**config.mk**
```make
export PLATFORM = sky130hd
export DESIGN_NAME = if_prefetch_stage
export DESIGN_NICKNAME = d
export VERILOG_FILES = /design/src/rtl/if_prefetch_stage.sv
export SDC_FILE = /design/constraint.sdc
export NUM_CORES = 1
export LEC_CHECK = 0
export BUFFER_PORTS_ARGS = -buffer_cell sky130_fd_sc_hd__buf_4
export CORE_ASPECT_RATIO = 1.5
export CORE_MARGIN = 8
export CORE_UTILIZATION = 35
export CTS_BUF_LIST = sky130_fd_sc_hd__clkbuf_4 sky130_fd_sc_hd__clkbuf_8
export CTS_CLUSTER_SIZE = 14
export DETAILED_ROUTE_END_ITERATION = 8
export GPL_TIMING_DRIVEN = 1
export PLACE_DENSITY = 0.52
export SKIP_CTS_REPAIR_TIMING = 1
export SLEW_MARGIN = 20
export SYNTH_ARGS = -nofsm -noshare
export SYNTH_HDL_FRONTEND = slang
export SYNTH_SLANG_ARGS = --single-unit
```
**constraint.sdc**
```tcl
create_clock -name clk -period 6.4 [get_ports clk]
set_input_delay 0.32 -clock clk [delete_from_list [all_inputs] [get_ports clk]]
set_output_delay 0.32 -clock clk [all_outputs]
set_load 0.05 [all_outputs]
```
**src/rtl/if_prefetch_stage.sv**
```systemverilog
// Instruction-fetch stage with a prefetch queue in front of a valid/ready imem port.
// Redirects flush buffered words and squash responses that memory still owes.
module if_prefetch_stage #(
    parameter int unsigned     XLEN       = 32,
    parameter logic [XLEN-1:0] RESET_PC   = '0,
    parameter int unsigned     FIFO_DEPTH = 4
) (
    input  logic            clk,
    input  logic            reset_n,
    input  logic            BranchTaken,
    input  logic            Jal,
    input  logic            Jalr,
    input  logic [XLEN-1:0] br_pc,
    input  logic [XLEN-1:0] ImmExt,
    input  logic [XLEN-1:0] RD1,
    output logic            imem_req_valid,
    input  logic            imem_req_ready,
    output logic [XLEN-1:0] imem_addr,
    input  logic            imem_rsp_valid,
    input  logic [31:0]     imem_rsp_data,
    output logic            if_valid,
    input  logic            if_ready,
    output logic [XLEN-1:0] PC,
    output logic [31:0]     Instr,
    output logic [XLEN-1:0] PC_plus4
);
    localparam int unsigned PW = $clog2(FIFO_DEPTH);
    localparam int unsigned CW = PW + 1;
    // Squashed responses can pile up across back-to-back redirects, so give headroom.
    localparam int unsigned DW = CW + 2;

    logic [XLEN-1:0] fetch_pc;
    logic [PW-1:0]   rd_ptr;
    logic [CW-1:0]   count;
    logic [CW-1:0]   outstanding;
    logic [CW-1:0]   total;
    logic [DW-1:0]   drop_cnt;

    logic [XLEN-1:0] pc_mem    [FIFO_DEPTH];
    logic [31:0]     instr_mem [FIFO_DEPTH];

    logic            redirect;
    logic            req_fire;
    logic            rsp_take;
    logic            pop;
    logic [XLEN-1:0] target_sum;
    logic [XLEN-1:0] target;
    logic [PW-1:0]   wr_idx;
    logic [PW-1:0]   tag_idx;

    // Jal and BranchTaken share a target, so only Jalr needs to override it.
    always_comb begin
        // NOTE: defaults come first so no path through the block leaves a latch.
        target_sum = br_pc + ImmExt;
        if (Jalr) begin
            target_sum = RD1 + ImmExt;
        end
        target = target_sum & ~XLEN'(3);
    end

    assign redirect       = BranchTaken | Jal | Jalr;
    assign total          = count + outstanding;
    assign imem_req_valid = reset_n & ~redirect & (total < CW'(FIFO_DEPTH));
    assign imem_addr      = fetch_pc;
    assign req_fire       = imem_req_valid & imem_req_ready;
    assign rsp_take       = imem_rsp_valid & (drop_cnt == '0);
    assign if_valid       = (count != '0);
    assign pop            = if_valid & if_ready;

    // Ring order: head, buffered words, then tags still waiting for their data.
    assign wr_idx  = rd_ptr + count[PW-1:0];
    assign tag_idx = rd_ptr + total[PW-1:0];

    always_ff @(posedge clk) begin
        // NOTE: non-blocking assignments so every reader in this edge sees pre-edge state.
        if (!reset_n) begin
            fetch_pc    <= RESET_PC;
            rd_ptr      <= '0;
            count       <= '0;
            outstanding <= '0;
            drop_cnt    <= '0;
        end else if (redirect) begin
            fetch_pc    <= target;
            count       <= '0;
            outstanding <= '0;
            drop_cnt    <= drop_cnt + DW'(outstanding) - DW'(imem_rsp_valid);
        end else begin
            if (req_fire) begin
                fetch_pc <= fetch_pc + XLEN'(4);
            end
            if (pop) begin
                rd_ptr <= rd_ptr + PW'(1);
            end
            if (imem_rsp_valid && !rsp_take) begin
                drop_cnt <= drop_cnt - DW'(1);
            end
            count       <= count + CW'(rsp_take) - CW'(pop);
            outstanding <= outstanding + CW'(req_fire) - CW'(rsp_take);
        end
    end

    // NOTE: payload storage has no reset; if_valid qualifies every read of it.
    always_ff @(posedge clk) begin
        if (req_fire) begin
            pc_mem[tag_idx] <= fetch_pc;
        end
        if (rsp_take && reset_n && !redirect) begin
            instr_mem[wr_idx] <= imem_rsp_data;
        end
    end

    assign PC       = if_valid ? pc_mem[rd_ptr] : '0;
    assign Instr    = if_valid ? instr_mem[rd_ptr] : '0;
    assign PC_plus4 = if_valid ? pc_mem[rd_ptr] + XLEN'(4) : '0;

endmodule

```
==> results of run 1 <==
-- power by group through the flow --
stage | sequential, mW | clock (mW) | combinational, mW
after global routing | 2.25 | 1.66 | 0.803
after global placement | 2.27 | 0 | 0.717
final | 2.23 | 1.54 | 0.731
after floorplan | 2.35 | 0 | 0.384
after CTS | 2.23 | 1.59 | 0.725
after detailed placement | 2.28 | 0 | 0.720
-- cell type report --
type                       count  area, um2  share of cell area
antenna                        1      2.502           0.0001353
clock buffer                  58      735.7             0.03979
clock inverter                20      148.9            0.008052
inverter                      33      123.9            0.006699
multi-input combinational    705       6057              0.3276
sequential                   293       8356              0.4519
tap                          564      705.7             0.03816
timing repair buffer         304       2362              0.1277
-- critical path: stages (launching register included) --
cell and delay, ns:
dfxtp_4 0.94, mux4_1 0.48, ha_1 0.31, nand4_1 0.21
nor2_2 0.32, nand2_2 0.19, or3_1 0.41, a21oi_1 0.21
buf_4 0.24
-- kinds of logic after synthesis --
logic type               count (synthesis)  share of synthesized area
multiplexers                            98                     0.1254
adder cells (fa/ha/maj)                 52                    0.04625
other                                    1                  0.0002548
AND/OR/NAND/NOR                        318                     0.1166
buffers and inverters                   82                    0.02610
flip-flops                             293                     0.5672
XOR/XNOR                                83                    0.05041
AO/OA/AOI/OAI                          148                    0.06776
-- flip-flops by register name (all words and copies together) (netlist names), named ones only --
signal       cells
rd_ptr           2
pc_mem         120
outstanding      3
imem_addr       30
drop_cnt         5
instr_mem      128
count            3
-- cells in the final DEF (no fill, tap or decap), drive strengths merged, types with 6 or more instances in the layout --
| master | instances |
|---|---|
| or3 | 11 |
| nor3 | 10 |
| edfxtp | 248 |
| nand4 | 20 |
| and2 | 78 |
| nand2 | 59 |
| nand3 | 33 |
| o21ai | 31 |
| clkbuf | 58 |
| xor2 | 36 |
| mux4 | 62 |
| o211ai | 6 |
| a21o | 19 |
| nor2 | 62 |
| and3 | 17 |
| o22ai | 7 |
| xnor2 | 46 |
| clkinv | 15 |
| a21oi | 42 |
| a211oi | 6 |
| dfxtp | 45 |
| ha | 48 |
| nor2b | 6 |
| dlygate4sd3 | 32 |
| mux2 | 32 |
| o211a | 6 |
| buf | 272 |
| conb | 6 |
| and4 | 7 |
| inv | 34 |
-- worst max-delay path by stage --
stage	endpoint	slack, ns	cells past startpoint
after detailed placement	PC_plus4[18]	2.68	8
final	PC_plus4[18]	2.19	8
after CTS	PC_plus4[18]	2.02	8
after floorplan	instr_mem[0][0]	1.69	4
after global placement	PC_plus4[18]	2.70	8
after global routing	PC_plus4[31]	1.83	9
-- routing by layer --
layer,wire [um],share of wire
met4,963,0.025
met1,14930,0.38
met3,2333,0.060
met5,0,0
met2,20660,0.53
-- metrics by stage --
step	setup slack, ns	hold WS (ns)	util
floorplan	1.690	0.4189	-
global placement	2.700	0.5219	0.4136
detailed placement	2.678	0.5244	0.4136
CTS	2.023	-0.09005	0.4348
global route	1.831	0.09028	0.4425
finish	2.190	0.1170	0.4425
==> run_results.csv, run 1 <==
group,metric,value,unit
logic_synthesis,synth_edf_count,248,
logic_synthesis,yosysWarnings,0,
place,place_congestion,0.8041,
critical_path,worstSetupStartpointType,"flop",
place,dp_hpwl,27.97,mm
grt,grt_max_degree,64,
clock_network,cts_buffers,43,
logic_synthesis,yosysMostFrequentCell,"edfxtp_1",
worst_hold_path,min_to,"imem_addr[30]",
grt,grt_use_met3,0.03801,
status,outcome,"complete, no violations",
grt,antenna_found_initial,1,
floorplan,io_pins,266,
sta,skew,0.01584,ns
sta,setup-tns-final,0,ns
detailed_routing,dr.pass1.iters,4,
power_and_ir_drop,swShare,0.2708,
logic_synthesis,syn_inst,1075,
floorplan,die_width,183.4,um
layout,area_growth,25.64,%
clock_network,path_clk_slew,0.07,ns
logic_synthesis,synth_seq_cells,293,
logic_synthesis,synth.distinct_cells,74,
clock_network,clk-insertion-delay-late,0.56,ns
worst_hold_path,hp-class,"input pin to flop",
sta,slew_headroom,0.3456,
grt,grt_pass1_vias,10460,
layout,drive_above_1_share,0.3241,
logic_synthesis,async_reset_ff_frac,0,
detailed_routing,detail-route-antenna-nets,0,
grt,grtUsageTotal,0.1565,
logic_synthesis,synthTopCellsByArea,"edfxtp_1 51%, mux4_2 7.7%, dfxtp_1 6.1%, ha_1 4.1%, and2_1 3.3%",
grt,grt_util_met1,0.1673,
clock_network,h-tree-depth,2,
sta,setup_violations,0,
power_and_ir_drop,p_total,4.501,mW
detailed_routing,routed_wl,38.89,mm
layout,design_area,18490,um2
power_and_ir_drop,cellPowerDensity,243.4,nW/um2
detailed_routing,dr_total_vias,9725,
critical_path,end_kind,"primary output",
logic_synthesis,synth_top_area_frac,0.5060,
sta,finalMaxSlewViolations,0,
sta,period_share,0.6578,
floorplan,initial_core_util,0.3522,
detailed_routing,wl_per_cell,19.66,um
logic_synthesis,synth_area,14720,um2
power_and_ir_drop,p_seq_frac,0.496,
grt,grt-busiest-layer,"met2",
logic_synthesis,synth-seq-area-share,0.5672,
job,cap_violations,0,
logic_synthesis,synth_common_cells,"248 x edfxtp_1, 77 x and2_1, 61 x nor2_1, 58 x nand2_1, 50 x mux4_2",
sta,clock.fmax,0.2375,GHz
logic_synthesis,syn_avg_cell_area,13.69,um2
detailed_routing,drcViolationCount,0,
critical_path,reg2reg_setup_slack,2.94,ns
clock_network,cts_buffer_depth,3,
place,dp_cells,1867,
power_and_ir_drop,internal-power,3.282,mW
sta,worst_slew_pin_slew,0.9816,ns
worst_hold_path,min_from,"Jal",
place,io_buffers,259,
floorplan,rows,92,
grt,grt_pass1_wl,59.33,mm
floorplan,dieHeight,267.2,um
logic_synthesis,synthFlopType,"edfxtp_1",
power_and_ir_drop,leakagePower,6.929,nW
worst_hold_path,hold_path_depth,4,
layout,fin_nets,1568,
critical_path,crit_required,6.08,ns
critical_path,r2r-start,"count[1]",
power_and_ir_drop,p_comb_frac,0.162,
layout,fill_cells,3903,
critical_path,rr_worst_depth,13,
grt,grt_overflow,0,
logic_synthesis,yosys.area.top_type,"edfxtp_1",
clock_network,ctsRootBufferMaster,"clkbuf_8",
sta,rsz0062_at_grt,"false",
power_and_ir_drop,p_clk_frac,0.341,
clock_network,clock_sinks,293,
grt,met2_usage,0.2943,
critical_path,r2r_end,"outstanding[2]",
critical_path,path_max_fanout,43,
floorplan,dieArea,49000,um2
power_and_ir_drop,power.switching,1.219,mW
clock_network,cts_tree,"done",
sta,hold_violations,0,
detailed_routing,drt_iter0_drc,435,
detailed_routing,viasPerCell,4.917,
floorplan,coreArea,41790,um2
sta,post-route-min-period,4.210,ns
layout,fin_cells,1978,
critical_path,critPathArrivalTime,3.89,ns
place,placed_area,17280,um2
critical_path,path_class,"flop to primary output",
power_and_ir_drop,vdd.ir_drop.worst,0.1180,mV
No activity file was read; power rests on OpenSTA's default activity.
==> run 2: changes to the inputs <==
--- a/config.mk
+++ b/config.mk
@@ -13,7 +13,7 @@
 export CTS_CLUSTER_SIZE = 14
 export DETAILED_ROUTE_END_ITERATION = 8
 export GPL_TIMING_DRIVEN = 1
-export PLACE_DENSITY = 0.52
+export PLACE_DENSITY = 0.54
 export SKIP_CTS_REPAIR_TIMING = 1
 export SLEW_MARGIN = 20
 export SYNTH_ARGS = -nofsm -noshare
==> constraint.sdc (replaced) <==
create_clock -name clk -period 3.5 [get_ports clk]
set_input_delay 0.175 -clock clk [delete_from_list [all_inputs] [get_ports clk]]
set_output_delay 0.175 -clock clk [all_outputs]
set_load 0.05 [all_outputs]
==> run_results.csv, run 2 (synthesis gave the netlist of run 1 again) <==
group,metric,value,unit
sta,setup_violations,0,
place,dp_slack,0.2509,ns
grt,grt_pass1_vias,10560,
detailed_routing,viasPerCell,4.902,
critical_path,crit_path_top_delay_cell,"mux4_1",
place,dp_hpwl,28.66,mm
clock_network,ctsRootBufferMaster,"clkbuf_8",
clock_network,clk-insertion-delay-late,0.57,ns
worst_hold_path,hold_path_depth,4,
clock_network,clock_sinks,293,
power_and_ir_drop,vdd.ir_drop.worst,0.2778,mV
critical_path,crit_required,3.32,ns
critical_path,crit_family,"simple AND/OR/NAND/NOR gates",
sta,worst_slew_pin_slew,0.6594,ns
layout,layout_common_cells,"298 x buf_4, 248 x edfxtp_1, 77 x and2_1",
detailed_routing,wl_per_cell,19.31,um
sta,slew_headroom,0.5604,
grt,grt_pass1_wl,59.12,mm
power_and_ir_drop,p_total,8.376,mW
sta,clock.fmax,0.3005,GHz
sta,setup-tns-final,0,ns
critical_path,path_max_fanout,13,
sta,post-route-min-period,3.328,ns
place,placed_area,17460,um2
place,io_buffers,259,
floorplan,dieHeight,267.2,um
power_and_ir_drop,leakagePower,7.100,nW
layout,ff_latch_area,8356,um2
critical_path,path_buf_inv,1,
power_and_ir_drop,cellPowerDensity,446.2,nW/um2
sta,hold_violations,0,
clock_network,cts_tree,"done",
detailed_routing,drt_iter0_drc,418,
sta,fin_ws,0.1718,ns
floorplan,rows,92,
layout,fill_cells,3934,
grt,antenna_found_initial,1,
status,outcome,"complete, no violations",
layout,layout_commonest_cell,"buf_4",
grt,grt_max_degree,44,
detailed_routing,dr.pass1.iters,5,
clock_network,path_clk_slew,0.07,ns
critical_path,rr_worst_depth,13,
layout,fin_nets,1595,
critical_path,worstSetupStartpointType,"flop",
clock_network,h-tree-depth,2,
critical_path,crit_path_max_incr_delay,0.69,ns
place,dp_cells,1889,
worst_hold_path,min_from,"ImmExt[31]",
clock_network,cts_buffer_depth,3,
place,place_congestion,0.8152,
sta,hold_ws,0.02586,ns
detailed_routing,routed_wl,38.74,mm
critical_path,path_cells,"mux4_1 > and4_4 > and3_4 > and3_4 > and2_4 > nand4_1 > xor2_1 > nor2_1 > buf_4",
critical_path,r2r-start,"count[1]",
floorplan,coreArea,41790,um2
job,cap_violations,0,
detailed_routing,dr_total_vias,9834,
critical_path,critPathMostFrequentCell,"and3_4",
worst_hold_path,min_to,"imem_addr[31]",
detailed_routing,drcViolationCount,0,
detailed_routing,detail-route-antenna-nets,0,
sta,period_share,0.9509,
layout,top_register,"instr_mem",
layout,design_area,18770,um2
floorplan,die_width,183.4,um
grt,grt_overflow,0,
critical_path,reg2reg_setup_slack,0.58,ns
floorplan,initial_core_util,0.3522,
grt,grtUsageTotal,0.1550,
critical_path,end_kind,"primary output",
sta,skew,0.01991,ns
critical_path,path_class,"flop to primary output",
sta,finalMaxSlewViolations,0,
floorplan,dieArea,49000,um2
worst_hold_path,hp-class,"input pin to flop",
critical_path,r2r_end,"outstanding[2]",
floorplan,io_pins,266,
layout,largest_reg_flops,128,
critical_path,critPathArrivalTime,3.15,ns
layout,post-route-util,0.4492,
layout,area_growth,27.54,%
layout,fin_cells,2006,
layout,multiInputGateArea,6071,um2
clock_network,cts_buffers,42,
layout,drive_above_1_share,0.3373,
-- run 2: cell count changes in the layout (fill, tap and decap cells not counted), sizes merged --
cell,delta
clkinv,+1
bufinv,+3
buf,+28
clkinvlp,+1
clkbuf,-5
-- run 2: area by class of cell --
cell class | count | area share
Clock inverter | 25 | 0.01333
Timing Repair Buffer | 332 | 0.1376
Antenna cell | 1 | 0.0001333
Inverter | 33 | 0.006599
Multi-Input combinational cell | 705 | 0.3234
Clock buffer | 53 | 0.03619
Sequential cell | 293 | 0.4451
Tap cell | 564 | 0.03759
-- run 2: worst max-delay path by stage --
stage,start,end,slack [ns],cells after the start
final,flop,PC_plus4[31],0.17,9
after global routing,flop,PC_plus4[30],-0.004,8
after CTS,flop,PC_plus4[30],-0.07,8
after detailed placement,Jalr,imem_addr[31],0.25,11
after global placement,Jalr,imem_addr[31],0.30,11
after floorplan,drop_cnt[0],instr_mem[0][0],-1.12,5
-- run 2: power breakdown --
group,total (mW),switching (mW),internal [mW]
Clock,2.95,1.30,1.66
Combinational,1.35,0.773,0.572
Sequential,4.08,0.163,3.91
-- run 2: worst min-delay path: stages --
cell     delay (ns)
buf_4          0.08
xnor2_1        0.07
o21ai_0        0.08
a31o_2         0.14
-- run 2: layer usage --
metal / share of wire / GRT usage / vias to the layer above
li1: - / - / 4738
met1: 0.37 / 0.1641 / 4761
met2: 0.54 / 0.2939 / 277
met3: 0.059 / 0.03693 / 58
met4: 0.024 / 0.05245 / 0
met5: 0 / 0 / -
==> run 3: changes to the inputs <==
--- a/config.mk
+++ b/config.mk
@@ -5,15 +5,15 @@
 export SDC_FILE = /design/constraint.sdc
 export NUM_CORES = 1
 export LEC_CHECK = 0
-export BUFFER_PORTS_ARGS = -buffer_cell sky130_fd_sc_hd__buf_4
 export CORE_ASPECT_RATIO = 1.5
 export CORE_MARGIN = 8
 export CORE_UTILIZATION = 35
 export CTS_BUF_LIST = sky130_fd_sc_hd__clkbuf_4 sky130_fd_sc_hd__clkbuf_8
 export CTS_CLUSTER_SIZE = 14
 export DETAILED_ROUTE_END_ITERATION = 8
+export DONT_BUFFER_PORTS = 1
 export GPL_TIMING_DRIVEN = 1
-export PLACE_DENSITY = 0.54
+export PLACE_DENSITY = 0.49
 export SKIP_CTS_REPAIR_TIMING = 1
 export SLEW_MARGIN = 20
 export SYNTH_ARGS = -nofsm -noshare
==> run_results.csv, run 3 (synthesis gave the netlist of run 1 again) <==
group,metric,value,unit
critical_path,path_cells,"buf_12 > mux4_1 > and4_4 > nand4_1 > nor2_4 > nand2_4 > or3_1 > a21oi_1 > buf_4",
layout,layout_common_cells,"248 x edfxtp_1, 80 x buf_4, 77 x and2_1",
sta,hold_violations,0,
grt,grt_pass1_wl,57.64,mm
job,cap_violations,0,
sta,slew_headroom,0.3914,
detailed_routing,wl_per_cell,21.56,um
floorplan,dieHeight,267.2,um
critical_path,path_buf_inv,2,
clock_network,h-tree-depth,2,
critical_path,end_kind,"primary output",
layout,fin_cells,1806,
grt,grt_overflow,0,
place,io_buffers,0,
floorplan,io_pins,266,
grt,grt_max_degree,36,
detailed_routing,dr.pass1.iters,4,
grt,grt_pass1_vias,9904,
status,outcome,"complete, no violations",
floorplan,initial_core_util,0.3522,
layout,area_growth,17.66,%
clock_network,ctsRootBufferMaster,"clkbuf_8",
sta,setup_violations,0,
sta,clock.fmax,0.3010,GHz
place,place_congestion,0.8101,
grt,grtUsageTotal,0.1534,
critical_path,critPathArrivalTime,3.15,ns
critical_path,path_class,"flop to primary output",
critical_path,reg2reg_setup_slack,0.30,ns
floorplan,dieArea,49000,um2
clock_network,path_clk_slew,0.07,ns
critical_path,crit_family,"simple AND/OR/NAND/NOR gates",
sta,finalMaxSlewViolations,0,
place,dp_cells,1675,
detailed_routing,drcViolationCount,0,
detailed_routing,dr_total_vias,9174,
critical_path,crit_path_max_incr_delay,0.39,ns
clock_network,clk-insertion-delay-late,0.57,ns
sta,fin_ws,0.1779,ns
sta,hold_ws,0.04179,ns
clock_network,cts_buffer_depth,3,
sta,period_share,0.9492,
layout,fill_cells,3962,
critical_path,crit_path_top_delay_cell,"mux4_1",
sta,rsz0062_at_grt,"false",
detailed_routing,drt_iter0_drc,367,
layout,fin_nets,1394,
layout,drive_above_1_share,0.2264,
critical_path,path_max_fanout,10,
layout,top_register,"instr_mem",
clock_network,cts_buffers,45,
critical_path,worstSetupStartpointType,"flop",
detailed_routing,routed_wl,38.94,mm
clock_network,cts_tree,"done",
power_and_ir_drop,vdd.ir_drop.worst,0.2002,mV
power_and_ir_drop,cellPowerDensity,470.5,nW/um2
grt,antenna_found_initial,3,
place,dp_slack,0.4592,ns
detailed_routing,viasPerCell,5.080,
power_and_ir_drop,leakagePower,6.078,nW
floorplan,rows,92,
clock_network,clock_sinks,293,
critical_path,crit_required,3.32,ns
layout,layout_commonest_cell,"edfxtp_1",
floorplan,coreArea,41790,um2
layout,largest_reg_flops,128,
floorplan,die_width,183.4,um
detailed_routing,detail-route-antenna-nets,0,
sta,post-route-min-period,3.322,ns
sta,skew,0.02438,ns
place,dp_hpwl,28.18,mm
worst_hold_path,hp-class,"input pin to flop",
sta,worst_slew_pin_slew,0.9117,ns
-- run 3: cell count changes in the layout (fill, tap and decap cells not counted), sizes merged --
cell | before | now
clkinv | 16 | 12
inv | 34 | 33
clkbuf | 53 | 63
dlygate4sd3 | 32 | 39
bufinv | 5 | 1
clkinvlp | 3 | 6
buf | 300 | 89
-- run 3: layout make-up --
class | count | area, um2 | share of cell area
sequential | 293 | 8356 | 0.4825
multi-input combinational | 705 | 6076 | 0.3509
timing repair buffer | 128 | 1144 | 0.06604
clock buffer | 63 | 779.5 | 0.04501
tap | 564 | 705.7 | 0.04075
clock inverter | 19 | 130.1 | 0.007514
inverter | 33 | 123.9 | 0.007153
antenna | 1 | 2.502 | 0.0001445
-- run 3: metrics by stage --
stage | power [mW] | utilization | setup TNS [ns] | cell area [um2]
floorplan | 4.992 | - | -71.90 | 14750
finish | 8.147 | 0.4144 | 0 | 17320
global route | 8.547 | 0.4144 | 0 | 17320
detailed placement | 5.312 | 0.3797 | 0 | 15870
global placement | 5.306 | 0.3797 | 0 | 15870
CTS | 8.223 | 0.4015 | -1.913 | 16780
-- run 3: layer usage --
metal	GRT usage	share of wire	vias up
li1	-	-	4334
met1	0.1633	0.39	4508
met2	0.2837	0.52	265
met3	0.04344	0.063	67
met4	0.05487	0.029	0
met5	0	0	-
-- run 3: worst paths after layout --
kind                                   from            end  cells past startpoint
worst max register to register     count[1]  imem_addr[18]                     10
worst min register to register  drop_cnt[4]    drop_cnt[4]                      2
worst min-delay path                    Jal    drop_cnt[3]                      3
worst max-delay path                   flop   PC_plus4[22]                      9
-- run 3: worst min-delay path: stages --
cell and delay [ns]:
nor3_2 0.02, buf_4 0.22, a21oi_1 0.14
-- run 3: report_power, final --
part           switching (mW)  leakage [nW]  internal, mW
Clock                    1.33         0.462          1.52
Sequential              0.107          2.62          3.91
Combinational           0.804          2.99         0.464
